### config.mk
export PLATFORM = sky130hd
export DESIGN_NAME = score_update_arbiter
export DESIGN_NICKNAME = d
export VERILOG_FILES = /design/src/rtl/scoreboard_pkg.sv /design/src/rtl/score_rr_arbiter.sv /design/src/rtl/score_update_arbiter.sv
export SDC_FILE = /design/constraint.sdc
export NUM_CORES = 1
export LEC_CHECK = 0
export CORE_ASPECT_RATIO = 0.8
export CORE_UTILIZATION = 45
export CTS_BUF_LIST = sky130_fd_sc_hd__clkbuf_8
export DETAILED_ROUTE_END_ITERATION = 10
export PLACE_DENSITY = 0.71
export RECOVER_POWER = 100
export SETUP_SLACK_MARGIN = 0.15
export SYNTH_ARGS = -nofsm -noshare
export SYNTH_HDL_FRONTEND = slang
export SYNTH_HIERARCHICAL = 1
export SYNTH_SLANG_ARGS = --single-unit
### constraint.sdc
create_clock -name clk_i -period 9.4 [get_ports clk_i]
set_input_delay 1.88 -clock clk_i [delete_from_list [all_inputs] [get_ports clk_i]]
set_output_delay 1.88 -clock clk_i [all_outputs]
set_load 0.03 [all_outputs]
### src/rtl/scoreboard_pkg.sv
// Shared scoreboard definitions: FSM state codes, winner codes, player ids
// and the saturating +/-1 step used on score registers.
package scoreboard_pkg;

    typedef enum logic [2:0] {
        ST_IDLE      = 3'd0,
        ST_GRANT     = 3'd1,
        ST_UPDATE    = 3'd2,
        ST_LOCKOUT   = 3'd3,
        ST_GAME_OVER = 3'd4
    } state_e;

    localparam logic [1:0] WIN_NONE = 2'b00;
    localparam logic [1:0] WIN_P1   = 2'b01;
    localparam logic [1:0] WIN_P2   = 2'b10;

    localparam logic PLAYER_1 = 1'b0;
    localparam logic PLAYER_2 = 1'b1;

    // 9-bit intermediate so an increment at 255 cannot wrap before clamping.
    function automatic logic [7:0] sat_step(input logic [7:0] cur,
                                            input logic       dec,
                                            input logic [7:0] max_score);
        logic [8:0] wide;
        if (dec) begin
            wide = (cur == 8'd0) ? 9'd0 : ({1'b0, cur} - 9'd1);
        end else begin
            wide = {1'b0, cur} + 9'd1;
            if (wide > {1'b0, max_score}) begin
                wide = {1'b0, max_score};
            end
        end
        return wide[7:0];
    endfunction

endpackage

### src/rtl/score_rr_arbiter.sv
// Two-requester round-robin arbiter; the last-grant history lives in the parent.
module score_rr_arbiter
    import scoreboard_pkg::*;
(
    input  logic p1_req_i,
    input  logic p2_req_i,
    input  logic last_grant_i,
    output logic gnt_valid_o,
    output logic gnt_id_o
);

    always_comb begin
        gnt_valid_o = p1_req_i | p2_req_i;
        gnt_id_o    = PLAYER_1;
        if (p1_req_i && p2_req_i) begin
            gnt_id_o = (last_grant_i == PLAYER_1) ? PLAYER_2 : PLAYER_1;
        end else if (p2_req_i) begin
            gnt_id_o = PLAYER_2;
        end
    end

endmodule

### src/rtl/score_update_arbiter.sv
// Serialises player score requests and game clear into the shared score
// registers: grant -> update -> lockout, with saturation and win detection.
module score_update_arbiter
    import scoreboard_pkg::*;
#(
    parameter int unsigned MAX_SCORE      = 99,
    parameter int unsigned WIN_SCORE      = 21,
    parameter int unsigned LOCKOUT_CYCLES = 1_000_000
) (
    input  logic       clk_i,
    input  logic       rst_i,
    input  logic       p1_req_i,
    input  logic       p1_dec_i,
    input  logic       p2_req_i,
    input  logic       p2_dec_i,
    input  logic       clear_i,
    output logic       p1_ack_o,
    output logic       p2_ack_o,
    output logic [7:0] p1_score_o,
    output logic [7:0] p2_score_o,
    output logic [1:0] winner_o,
    output logic       busy_o,
    output logic [2:0] state_o
);

    localparam int unsigned CNT_W = (LOCKOUT_CYCLES > 1) ? $clog2(LOCKOUT_CYCLES) : 1;
    localparam logic [CNT_W-1:0] CNT_LAST = CNT_W'(LOCKOUT_CYCLES - 1);
    localparam logic [7:0] MAX_S = 8'(MAX_SCORE);
    localparam logic [8:0] WIN_S = 9'(WIN_SCORE);

    state_e           state_q, state_d;
    logic [7:0]       p1_score_q, p1_score_d;
    logic [7:0]       p2_score_q, p2_score_d;
    logic [7:0]       stage_q, stage_d;
    logic [1:0]       winner_q, winner_d;
    logic             last_grant_q, last_grant_d;
    logic             gnt_id_q, gnt_id_d;
    logic             dec_q, dec_d;
    logic             p1_ack_q, p1_ack_d;
    logic             p2_ack_q, p2_ack_d;
    logic [CNT_W-1:0] lock_cnt_q, lock_cnt_d;

    logic       arb_valid;
    logic       arb_id;
    logic [7:0] cur_score;
    logic [7:0] oth_score;
    logic       win_hit;

    score_rr_arbiter u_rr_arbiter (
        .p1_req_i     (p1_req_i),
        .p2_req_i     (p2_req_i),
        .last_grant_i (last_grant_q),
        .gnt_valid_o  (arb_valid),
        .gnt_id_o     (arb_id)
    );

    assign cur_score = (gnt_id_q == PLAYER_1) ? p1_score_q : p2_score_q;
    assign oth_score = (gnt_id_q == PLAYER_1) ? p2_score_q : p1_score_q;

    // Win is judged on the staged (post-update) value; compare in 9 bits so the lead test never goes negative.
    assign win_hit = (stage_q == MAX_S) ||
                     (({1'b0, stage_q} >= WIN_S) && ({1'b0, stage_q} >= ({1'b0, oth_score} + 9'd2)));

    always_comb begin
        state_d      = state_q;
        p1_score_d   = p1_score_q;
        p2_score_d   = p2_score_q;
        stage_d      = stage_q;
        winner_d     = winner_q;
        last_grant_d = last_grant_q;
        gnt_id_d     = gnt_id_q;
        dec_d        = dec_q;
        p1_ack_d     = 1'b0;
        p2_ack_d     = 1'b0;
        lock_cnt_d   = lock_cnt_q;

        if (clear_i) begin
            p1_score_d = 8'd0;
            p2_score_d = 8'd0;
            winner_d   = WIN_NONE;
            lock_cnt_d = '0;
            state_d    = ST_IDLE;
            if (state_q == ST_IDLE) begin
                last_grant_d = PLAYER_2;
            end
        end else begin
            case (state_q)
                ST_IDLE: begin
                    if (arb_valid) begin
                        gnt_id_d = arb_id;
                        dec_d    = (arb_id == PLAYER_1) ? p1_dec_i : p2_dec_i;
                        state_d  = ST_GRANT;
                    end
                end
                ST_GRANT: begin
                    stage_d = sat_step(cur_score, dec_q, MAX_S);
                    state_d = ST_UPDATE;
                end
                ST_UPDATE: begin
                    if (gnt_id_q == PLAYER_1) begin
                        p1_score_d = stage_q;
                        p1_ack_d   = 1'b1;
                    end else begin
                        p2_score_d = stage_q;
                        p2_ack_d   = 1'b1;
                    end
                    last_grant_d = gnt_id_q;
                    lock_cnt_d   = '0;
                    if (win_hit) begin
                        winner_d = (gnt_id_q == PLAYER_1) ? WIN_P1 : WIN_P2;
                        state_d  = ST_GAME_OVER;
                    end else begin
                        state_d = ST_LOCKOUT;
                    end
                end
                ST_LOCKOUT: begin
                    if (lock_cnt_q == CNT_LAST) begin
                        lock_cnt_d = '0;
                        state_d    = ST_IDLE;
                    end else begin
                        lock_cnt_d = lock_cnt_q + 1'b1;
                    end
                end
                ST_GAME_OVER: begin
                    state_d = ST_GAME_OVER;
                end
                default: begin
                    state_d = ST_IDLE;
                end
            endcase
        end
    end

    always_ff @(posedge clk_i or posedge rst_i) begin
        if (rst_i) begin
            state_q      <= ST_IDLE;
            p1_score_q   <= 8'd0;
            p2_score_q   <= 8'd0;
            stage_q      <= 8'd0;
            winner_q     <= WIN_NONE;
            last_grant_q <= PLAYER_2;
            gnt_id_q     <= PLAYER_1;
            dec_q        <= 1'b0;
            p1_ack_q     <= 1'b0;
            p2_ack_q     <= 1'b0;
            lock_cnt_q   <= '0;
        end else begin
            state_q      <= state_d;
            p1_score_q   <= p1_score_d;
            p2_score_q   <= p2_score_d;
            stage_q      <= stage_d;
            winner_q     <= winner_d;
            last_grant_q <= last_grant_d;
            gnt_id_q     <= gnt_id_d;
            dec_q        <= dec_d;
            p1_ack_q     <= p1_ack_d;
            p2_ack_q     <= p2_ack_d;
            lock_cnt_q   <= lock_cnt_d;
        end
    end

    assign p1_ack_o   = p1_ack_q;
    assign p2_ack_o   = p2_ack_q;
    assign p1_score_o = p1_score_q;
    assign p2_score_o = p2_score_q;
    assign winner_o   = winner_q;
    assign busy_o     = (state_q != ST_IDLE);
    assign state_o    = state_q;

endmodule

; Word-level counts from Yosys, hierarchy flattened
; Index checks and enable logic that the tools add are counted.
[word_totals]
regBits = 54
latch_bits = 0
mem_bits_rw = 0
mem_bits_ro = 0
inputBits = 7
output_inout_bits = 24
memories = 0
[classes]
add_sub_neg = 4
multipliers = 0
n_div = 0
order_cmp = 3
n_eq_ne = 10
shifts = 0
n_mux = 36
n_bitwise = 2
reduce_logical = 17
[op_table]
columns = operator, n
row1 = 8-bit 2-to-1 mux, 11
row2 = 20-bit 2-to-1 mux, 2
row3 = 20-bit one-hot mux with 2 select lines, 1
row4 = 20-bit by 1-bit adder with 20-bit output (second input constant), 1
row5 = 20-bit == test (second input constant), 1
row6 = 3-bit one-hot mux with 5 select lines, 1
row7 = 1-bit 2-to-1 mux, 13
row8 = 3-bit 2-to-1 mux, 4
row9 = 2-bit AND reduction, 6
row10 = 8-bit by 1-bit adder with 9-bit output (second input constant), 1
row11 = 8-bit by 2-bit adder with 9-bit output (second input constant), 1
row12 = 8-bit by 9-bit >= comparator with 1-bit output, 1
row13 = 9-bit by 7-bit greater-than comparator with 1-bit output (second input constant), 1
row14 = 8-bit by 7-bit == test with 1-bit output (second input constant), 1
row15 = 8-bit by 5-bit >= comparator with 1-bit output (second input constant), 1
row16 = 8-bit logical NOT, 1
row17 = 2-bit 2-to-1 mux, 4
row18 = 8-bit by 1-bit subtractor with 8-bit output (second input constant), 1
row19 = 3-bit by 2-bit == test with 1-bit output (second input constant), 2
row20 = 3-bit inequality test (second input constant), 2
row21 = 2-bit nonzero test, 3
row22 = 3-bit nonzero test, 2
row23 = 3-bit by 1-bit == test with 1-bit output (second input constant), 1
row24 = 3-bit == test (second input constant), 1
row25 = 8 further kinds, 9

; Longest topological paths before layout
; Gate-level depths: netlist of the first run.
[depth]
ltp_word = 8
mapped_depth = 14
depth_no_buf = 12

; Modules after synthesis
; Netlist of the first run, hierarchy kept.
[modules_own_cells]
columns = module, n_inst, cells_each, area_per_inst_um2, seq_area_each_um2
row1 = score_update_arbiter, 1, 402, 3473.3, 1352.5
row2 = score_rr_arbiter, 1, 2, 13.8, 0.0

; Worst setup path before layout of the first run
; OpenSTA, ideal clock, no wires.
[synth_timing]
path_type = reg-to-reg
start = register gnt_id_q
end = register winner_q[1] (netlist: winner_o[1])
arrival_ns = 3.362
required_time_ns = 9.322
slack_ns = 5.960
path_stages_with_launch = 14
path_buffers = 3
synth_period_minus_slack_ns = 3.440
cell_sequence = dfrtp_1 -> buf_2 -> buf_2 -> clkbuf_1 -> mux2_2 -> ha_1 -> nand2_1 -> a21oi_1 -> xor2_1 -> ha_1 -> nand4_1 -> o31a_2 -> or4b_1 -> a21oi_1
[synth_between]
elab_chain_len = 7
word_cells_on_any_way = 11
cone_classes = add/sub (1) / order compare (1) / mux (5) / reduce/logical (4)
[synth_rtl]
columns = element, line_no
row1 = start: declaration, score_update_arbiter.sv:37  ; logic gnt_id_q, gnt_id_d;
row2 = start signal: assignment, score_update_arbiter.sv:154  ; gnt_id_q <= gnt_id_d;
row3 = 8-bit 2-to-1 mux, score_update_arbiter.sv:58  ; assign oth_score = (gnt_id_q == PLAYER_1) ? p2_score_q : p1_score_q;
row4 = 8-bit by 2-bit adder with 9-bit output, score_update_arbiter.sv:62  ; (({1'b0, stage_q} >= WIN_S) && ({1'b0, stage_q} >= ({1'b0, oth_score} + 9'd2)));
row5 = 8-bit by 9-bit >= comparator with 1-bit output, score_update_arbiter.sv:62
row6 = 1-bit logical AND, score_update_arbiter.sv:62
row7 = 1-bit logical OR, score_update_arbiter.sv:61  ; assign win_hit = (stage_q == MAX_S) ||
row8 = 2-bit nonzero test (no source line), -
row9 = 2-bit AND reduction (no source line), -
row10 = end signal: assignment, score_update_arbiter.sv:152  ; winner_q <= winner_d;
row11 = end: declaration, score_update_arbiter.sv:35  ; logic [1:0] winner_q, winner_d;
; Parallel ways exist; a longest one is shown, timed or not. The select of a mux whose other input is x is not followed.
; A chain may end at the register's enable or synchronous reset.

; Final worst setup path of the first run
[layout_timing]
start = input port clear_i
end = register lock_cnt_q[17]
[layout_between]
elab_chain_len = 1
word_cells_on_any_way = 2
cone_classes = mux (1) / reduce/logical (1)
[layout_rtl]
columns = element, line_no
row1 = start: declaration, score_update_arbiter.sv:16  ; input logic clear_i,
row2 = 3-bit nonzero test (no source line) or 20-bit 2-to-1 mux (tied branches), -
row3 = end signal: assignment, score_update_arbiter.sv:158  ; lock_cnt_q <= lock_cnt_d;
row4 = end: declaration, score_update_arbiter.sv:41  ; logic [CNT_W-1:0] lock_cnt_q, lock_cnt_d;
; Parallel ways exist; a longest one is shown, timed or not.

==> reports/metrics.sh, run 1 <==
RUN_STATUS='finished with violations'
VIOLATIONS='max-capacitance violations, max-slew violations'
AVGVIACOUNTPERCELL=5.708
NUM_ROWS=28
LIBRARY_CELL_WITH_THE_LARGEST_SUMMED_AREA_AFTER_SYNTHESIS='sky130_fd_sc_hd__dfrtp_1'
FIRST_ITER_VIOLATIONS=200
DRT-PASS1-ITER-COUNT=4
DRT-TOTAL-WL_UM=8517
MIN-DELAY-START='lock_cnt_q[19]'
POST_ROUTE_CELLS_DRIVE_ABOVE_1_SHARE_PCT=4.941
TIMING.FMAX_GHz=0.2404
SYNTHTOLAYOUTAREAGROWTH_PCT=13.13
DIE-WIDTH_UM=100.4
FP.DIEAREA_UM2=8107
ANTENNA_VIOLATING_NETS_REMAINING=0
SYNTH-SEQ-CELLS=54
GRT_START_MAX_NET_PINS=55
SYNTH.MOST_COMMON_CELL='sky130_fd_sc_hd__nand2_1'
OVERFLOW=0
ASYNC_SET_OR_RESET_REGISTER_RATIO_AFTER_SYNTHESIS_PCT=100.0
FINAL.MIN_CLOCK_PERIOD_NS=4.160
CRITICAL_PATH_END_TYPE='flop'
TRITONCTS_CLOCK_TREE='done'
NUMPORTBUFFERS=30
ROUTE.VIAS.TOTAL=3025
REPORT.FINAL.SETUP_VIOL=0
DESIGN.CORE.AREA_UM2=7462
DESIGN.PORTCOUNT=31
CAP_VIOL_MAX_COUNT=1
R2R-END='stage_q[2]'
DIEHEIGHT_UM=80.74
SYNTH_NETS=424
WORSTREG2REGSTART='gnt_id_q'
POST-SYNTH-TOP-AREA-FRACTION_PCT=38.03
DP.FINAL_HPWL_UM=6244
SYN_AVG_CELL_AREA_UM2=8.631
SYNTHESIS.YOSYS.WARNINGS=6
INSERTION_DELAY_NS=0.31
SYNTHESIS.AREA_UM2=3487
FF2FF_PATH_DEPTH=10
FIN_NETS=444
GR-USAGE-ALL-LAYERS_PCT=22.17
CTS_INSERTED_BUFFERS=5
WORSTPATHREQUIRED_NS=9.57
YOSYSUNIQUECELLTYPES=53
FIRST_GLOBAL_VIAS=2779
ANTENNA_VIOLATIONS_BEFORE_REPAIR=0
YOSYSSEQAREASHARE_PCT=38.79
FINALHOLDVIOLATIONS=0
GRT_FIRST_PASS_WIRELENGTH_UM=13980
FINAL_AREA_UM2=3945
CLKTRANSATPATHREGS_NS=0.09
CTS-HTREE-LEVELS=2
LEAKAGEPOWER_nW=1.704
DETAIL_ROUTE.WL_PER_CELL_UM=16.07
SYNTH.TOP_CELLS.BY_AREA='sky130_fd_sc_hd__dfrtp_1 (38%), sky130_fd_sc_hd__nand2_1 (6.4%), sky130_fd_sc_hd__ha_1 (4.7%)'
WORSTHOLDPATHCELLS=1
WORSTHOLDENDPOINT='lock_cnt_q[19]'
POST-CTS-SETUP-BUFFERS=0
PLACEMENT.CELL_AREA_UM2=3854
CLOCK-SKEW-FINAL_NS=0.008348
CELLPOWERDENSITY_nW_PER_UM2=216.9
CELLS_AFTER_SYNTH=404
SYNTH_EDF_COUNT=0
CTS-RESIZED-GATES=0
SYNTH_FLOP_CELL='sky130_fd_sc_hd__dfrtp_1'
FINAL_MAX_SLEW_VIOL_COUNT=55
N_ANTENNA_CELL=0
CLOCK-SINKS=54
CTS_HOLD_REPAIR.BUFFERS=0
CRIT_PATH_MAX_FANOUT=25
TIGHTESTPINTRANSITION_NS=2.024
YOSYS-TOP-CELLS-COUNT='sky130_fd_sc_hd__nand2_1 (59), sky130_fd_sc_hd__dfrtp_1 (53), sky130_fd_sc_hd__a21oi_1 (30)'
FLOP_TO_FLOP_SETUP_SLACK_NS=5.94
TIMING.CRITICAL_PATH.FROM_TYPE='primary input'
INITIAL_UTILIZATION_PCT=46.73
TNS_NS=0
ROUTABILITYCONGESTION=0.9088
DRC_ERRORS=0
WORST_IR_DROP_VDD_uV=103.1
RSZ0062_AT_GRT='no'
SLEW_HR_PCT=-35.10
CRITPATHARRIVALTIME_NS=4.33
FINAL_MIN_PERIOD_OVER_CLOCK_PERIOD_PCT=44.26
CTSLONGESTPATHBUFFERS=2
PATH_CLASS='primary input to flop'
CLOCK-ROOT-BUFFER='sky130_fd_sc_hd__clkbuf_8'
HOLD_PATH.CLASS='flop to flop'
[cell families after synthesis]
family	count (synthesis)	synth area share, %
buf+inv	29	3.265
xor+xnor	27	6.781
mux	21	6.243
fa+ha+maj	13	4.665
simple gates	172	24.83
flops	54	38.79
compound gates	88	15.43
[routing by layer]
metal  routed length [um]  GRT usage, %
met1                 4242         33.42
met2                 3711         33.22
met3                  477         3.528
met4                   85         5.362
met5                    0             0
[state kept, by name (all words and copies together), names as in the netlist]
name / count
state_o: 3
stage_q: 8
winner_o: 2
lock_cnt_q: 20
p2_score_o: 8
p2_ack_o: 1
last_grant_q: 1
p1_score_o: 8
p1_ack_o: 1
dec_q: 1
gnt_id_q: 1
[placed cells by master, fill, tap and decap left out, types with 2 or more instances in the layout]
cell type	n
sky130_fd_sc_hd__nand4_1	10
sky130_fd_sc_hd__clkbuf_8	6
sky130_fd_sc_hd__and3_1	6
sky130_fd_sc_hd__a21oi_1	30
sky130_fd_sc_hd__a211oi_1	2
sky130_fd_sc_hd__or4b_1	2
sky130_fd_sc_hd__nand2_1	59
sky130_fd_sc_hd__or3_1	3
sky130_fd_sc_hd__a21o_1	4
sky130_fd_sc_hd__xor2_1	17
sky130_fd_sc_hd__a31oi_1	2
sky130_fd_sc_hd__nand3_1	16
sky130_fd_sc_hd__nand3b_1	4
sky130_fd_sc_hd__nor3b_1	3
sky130_fd_sc_hd__nand4b_1	2
sky130_fd_sc_hd__ha_1	13
sky130_fd_sc_hd__o31ai_1	3
sky130_fd_sc_hd__o21ai_0	27
sky130_fd_sc_hd__o311ai_0	3
sky130_fd_sc_hd__nor2_1	27
sky130_fd_sc_hd__dfrtp_1	53
sky130_fd_sc_hd__nor4_1	2
sky130_fd_sc_hd__and2_1	5
sky130_fd_sc_hd__or4_1	3
sky130_fd_sc_hd__nand2b_1	9
sky130_fd_sc_hd__or2_2	3
sky130_fd_sc_hd__nor3_1	9
sky130_fd_sc_hd__nor2b_1	3
sky130_fd_sc_hd__xnor2_1	10
sky130_fd_sc_hd__dlygate4sd3_1	26
sky130_fd_sc_hd__a22oi_1	3
sky130_fd_sc_hd__mux2i_1	15
sky130_fd_sc_hd__mux2_2	6
sky130_fd_sc_hd__clkdlybuf4s50_1	4
sky130_fd_sc_hd__and4_1	3
sky130_fd_sc_hd__inv_1	12
[how the worst max path moves through the flow]
stage / startpoint / end / slack, ns / cells past startpoint
5_1_grt: clear_i / lock_cnt_q[17] / 5.04 / 6
6_report: clear_i / lock_cnt_q[17] / 5.24 / 6
4_1_cts: clear_i / stage_q[2] / 5.29 / 5
2_1_floorplan: gnt_id_q / winner_o[1] / 5.96 / 13
3_3_place_gp: clear_i / stage_q[2] / 5.10 / 5
3_5_place_dp: clear_i / stage_q[2] / 4.97 / 5
[area by class of cell]
type | instances | area (um2)
clock buffers | 6 | 82.58
clock inverters | 2 | 8.758
fillers | 708 | 3517
inverters | 11 | 41.29
multi-input cells | 321 | 2021
flip-flops and latches | 54 | 1353
well taps | 105 | 131.4
repair buffers | 31 | 307.8
[power by group]
group          switching (mW)  internal (mW)  total (mW)
logic                   0.227          0.158       0.385
registers              0.0728          0.266       0.338
clock network          0.0736         0.0585       0.132
total                   0.373          0.483       0.856
[critical path, cell delays in order]
cell and delay [ns]:
sky130_fd_sc_hd__dlygate4sd3_1 1.09, sky130_fd_sc_hd__nand2b_1 0.24, sky130_fd_sc_hd__or2_2 0.14, sky130_fd_sc_hd__a21o_1 0.29
sky130_fd_sc_hd__and2_0 0.56, sky130_fd_sc_hd__nor2_1 0.12
[per-stage QoR]
stage          hold slack, ns  power, mW  cells  worst slack, ns  utilization, %
6_report               0.5169     0.8558    530            5.240           52.87
5_1_grt                0.5456     0.9171    530            5.038           52.87
4_1_cts                0.5154     0.8637    530            5.292           52.87
3_5_place_dp           0.5031     0.7304    522            4.969           51.64
3_3_place_gp           0.4965     0.7218    522            5.101           51.64
2_1_floorplan          0.4577     0.6194    404            5.960               -
(Power assumes the default switching activity.)
==> run 2, diff against run 1 <==
--- a/config.mk
+++ b/config.mk
@@ -9,7 +9,7 @@
 export CORE_UTILIZATION = 45
 export CTS_BUF_LIST = sky130_fd_sc_hd__clkbuf_8
 export DETAILED_ROUTE_END_ITERATION = 10
-export PLACE_DENSITY = 0.71
+export PLACE_DENSITY = 0.73
 export RECOVER_POWER = 100
 export SETUP_SLACK_MARGIN = 0.15
 export SYNTH_ARGS = -nofsm -noshare
==> constraint.sdc (replaced) <==
create_clock -name clk_i -period 3.49 [get_ports clk_i]
set_input_delay 0.698 -clock clk_i [delete_from_list [all_inputs] [get_ports clk_i]]
set_output_delay 0.698 -clock clk_i [all_outputs]
set_load 0.03 [all_outputs]
==> run 2 against run 1 <==
  * The flow now finishes without violations
  * Register-to-register slack lost 5.4 ns
  * Critical path type unchanged
  * Setup slack worse by 4.8 ns
  * Clock skew up 0.0085 ns
  * Clock power increased to 3.4 times the previous value
  * Sequential share of layout area shrank 0.43 points
  * Via count up 3.2%
  * First-iteration DRC count rose by 7.0%
==> reports/metrics.sh, run 2 (synthesis results as in run 1) <==
CTS_INSERTED_BUFFERS=5  # unchanged
CTS-HTREE-LEVELS=2  # unchanged
DESIGN.CORE.AREA_UM2=7462  # unchanged
N_ANTENNA_CELL=0  # unchanged
GRT_START_MAX_NET_PINS=41  # -25%
RSZ0062_AT_GRT='no'
CLKTRANSATPATHREGS_NS=0.10  # about the same
FLOP_TO_FLOP_SETUP_SLACK_NS=0.58  # -5.36 ns
SLEW_HR_PCT=30.23  # +65 points
CRITICAL_PATH_END_TYPE='flop'
TNS_NS=0  # unchanged
HOLD_PATH.CLASS='flop to flop'
INSERTION_DELAY_NS=0.32  # about the same
NUM_ROWS=28  # unchanged
REPORT.FINAL.SETUP_VIOL=0  # unchanged
FIN_NETS=448  # +0.90%
MOSTFREQUENTLAYOUTCELLS='sky130_fd_sc_hd__nand2_1 (59), sky130_fd_sc_hd__dfrtp_1 (53), sky130_fd_sc_hd__a21oi_1 (30)'
MULTIINPUTGATEAREA_UM2=2021  # unchanged
INITIAL_UTILIZATION_PCT=46.73  # unchanged
NUMPORTBUFFERS=30  # unchanged
FINAL.FILL_COUNT=704  # -0.56%
ROUTE.VIAS.TOTAL=3123  # +3.2%
FINAL_AREA_UM2=3995  # +1.3%
TIMING.CRITICAL_PATH.FROM_TYPE='primary input'
FINAL_MIN_PERIOD_OVER_CLOCK_PERIOD_PCT=88.60
CLOCK-SINKS=54  # unchanged
POST_ROUTE_CELLS_DRIVE_ABOVE_1_SHARE_PCT=5.594  # +0.65 points
PLACED_CELLS_INCL_TAPS=526  # +0.77%
DIE-WIDTH_UM=100.4  # unchanged
CLOCK-ROOT-BUFFER='sky130_fd_sc_hd__clkbuf_8'
CTS_HOLD_REPAIR.BUFFERS=0  # unchanged
ANTENNA_VIOLATING_NETS_REMAINING=0  # unchanged
P_TOTAL_mW=2.398  # +180%
CRITPATHARRIVALTIME_NS=3.26  # -1.07 ns
DRT-PASS1-ITER-COUNT=7  # +3
TRITONCTS_CLOCK_TREE='done'
FINAL-SEQ-AREA_UM2=1353  # unchanged
POSTLAYOUTCOREUTIL_PCT=53.54  # +0.67 points
WORSTPATHREQUIRED_NS=3.66  # -5.91 ns
LAYOUT_COMMONEST_CELL='sky130_fd_sc_hd__nand2_1'
LARGEST_REG_FLOPS=20  # unchanged
CAP_VIOL_MAX_COUNT=0  # -1
OVERFLOW=0  # unchanged
FINAL_MAX_SLEW_VIOL_COUNT=0  # -100%
CELLPOWERDENSITY_nW_PER_UM2=600.2  # +180%
GRT_FIRST_PASS_WIRELENGTH_UM=14390  # +3.0%
WORST_IR_DROP_VDD_uV=262.5  # +150%
CLOCK-SKEW-FINAL_NS=0.01681  # +0.008466 ns
DETAIL_ROUTE.WL_PER_CELL_UM=16.24  # +1.1%
SYNTHTOLAYOUTAREAGROWTH_PCT=14.57
DIEHEIGHT_UM=80.74  # unchanged
AVGVIACOUNTPERCELL=5.848  # +2.5%
GR-USAGE-ALL-LAYERS_PCT=22.89  # +0.71 points
TIGHTESTPINTRANSITION_NS=1.047  # -0.9777 ns
FINALHOLDVIOLATIONS=0  # unchanged
DRC_ERRORS=0  # unchanged
FP.DIEAREA_UM2=8107  # unchanged
POST_LAYOUT_NONFILLER_INSTANCES=534  # +0.75%
CRIT_PATH_MAX_FANOUT=24  # -4.0%
TIMING.FMAX_GHz=0.3234
DESIGN.PORTCOUNT=31  # unchanged
REGISTERS.TOP_BY_FF_COUNT='lock_cnt_q'
LEAKAGEPOWER_nW=1.722  # +1.0%
POST-CTS-SETUP-BUFFERS=0  # unchanged
ANTENNA_VIOLATIONS_BEFORE_REPAIR=0  # unchanged
ROUTABILITYCONGESTION=0.8779  # -3.4%
RUN_STATUS='finished clean'
CTS-RESIZED-GATES=0  # unchanged
FIRST_GLOBAL_VIAS=2830  # +1.8%
FIRST_ITER_VIOLATIONS=214  # +7.0%
DRT-TOTAL-WL_UM=8674  # +1.8%
DP.FINAL_HPWL_UM=6454  # +3.4%
POST_LAYOUT_WORST_SETUP_MARGIN_NS=0.3978  # -4.842 ns
CTSLONGESTPATHBUFFERS=2  # unchanged
PLACEMENT.SETUP.WORST_SLACK_NS=0.6515  # -4.317 ns
FIN_WORST_HOLD_SLACK_NS=0.4926  # -0.02435 ns
PLACEMENT.CELL_AREA_UM2=3884  # +0.78%
PATH_CLASS='primary input to flop'
FINAL.MIN_CLOCK_PERIOD_NS=3.092
run 2: critical path, cell delays in order:
cell and delay [ns]:
sky130_fd_sc_hd__clkdlybuf4s50_1 0.48, sky130_fd_sc_hd__clkbuf_1 0.78, sky130_fd_sc_hd__nor2b_1 0.32, sky130_fd_sc_hd__nor3b_1 0.58, sky130_fd_sc_hd__nand2_1 0.16, sky130_fd_sc_hd__xor2_1 0.18
sky130_fd_sc_hd__nor2_1 0.07
run 2: power breakdown:
part           switching, mW  leakage, nW  internal, mW
Clock                  0.228       0.0563         0.219
Sequential             0.157        0.734         0.716
Combinational          0.644        0.932         0.434
run 2: area by class of cell:
cell class | instances | area share, %
multi-input cells | 321 | 50.58
flip-flops and latches | 54 | 33.86
repair buffers | 35 | 8.299
well taps | 105 | 3.288
clock buffers | 5 | 1.723
clock inverters | 3 | 1.221
inverters | 11 | 1.034
run 2: path summary, 6_finish.rpt:
kind	depth (start not counted)	to	from
setup / recovery	7	lock_cnt_q[11]	clear_i
hold / removal	1	lock_cnt_q[19]	lock_cnt_q[19]
setup reg to reg	10	winner_o[1]	gnt_id_q
hold reg to reg	1	lock_cnt_q[19]	lock_cnt_q[19]
max in group asynchronous	3	stage_q[3]	rst_i
min in group asynchronous	2	p1_score_o[4]	rst_i
run 2: layer usage:
layer,vias up,global-route usage [%],routed length (um)
li1,1485,-,-
met1,1522,34.55,4221
met2,107,34.66,3925
met3,9,3.012,455
met4,0,5.652,72
met5,-,0,0
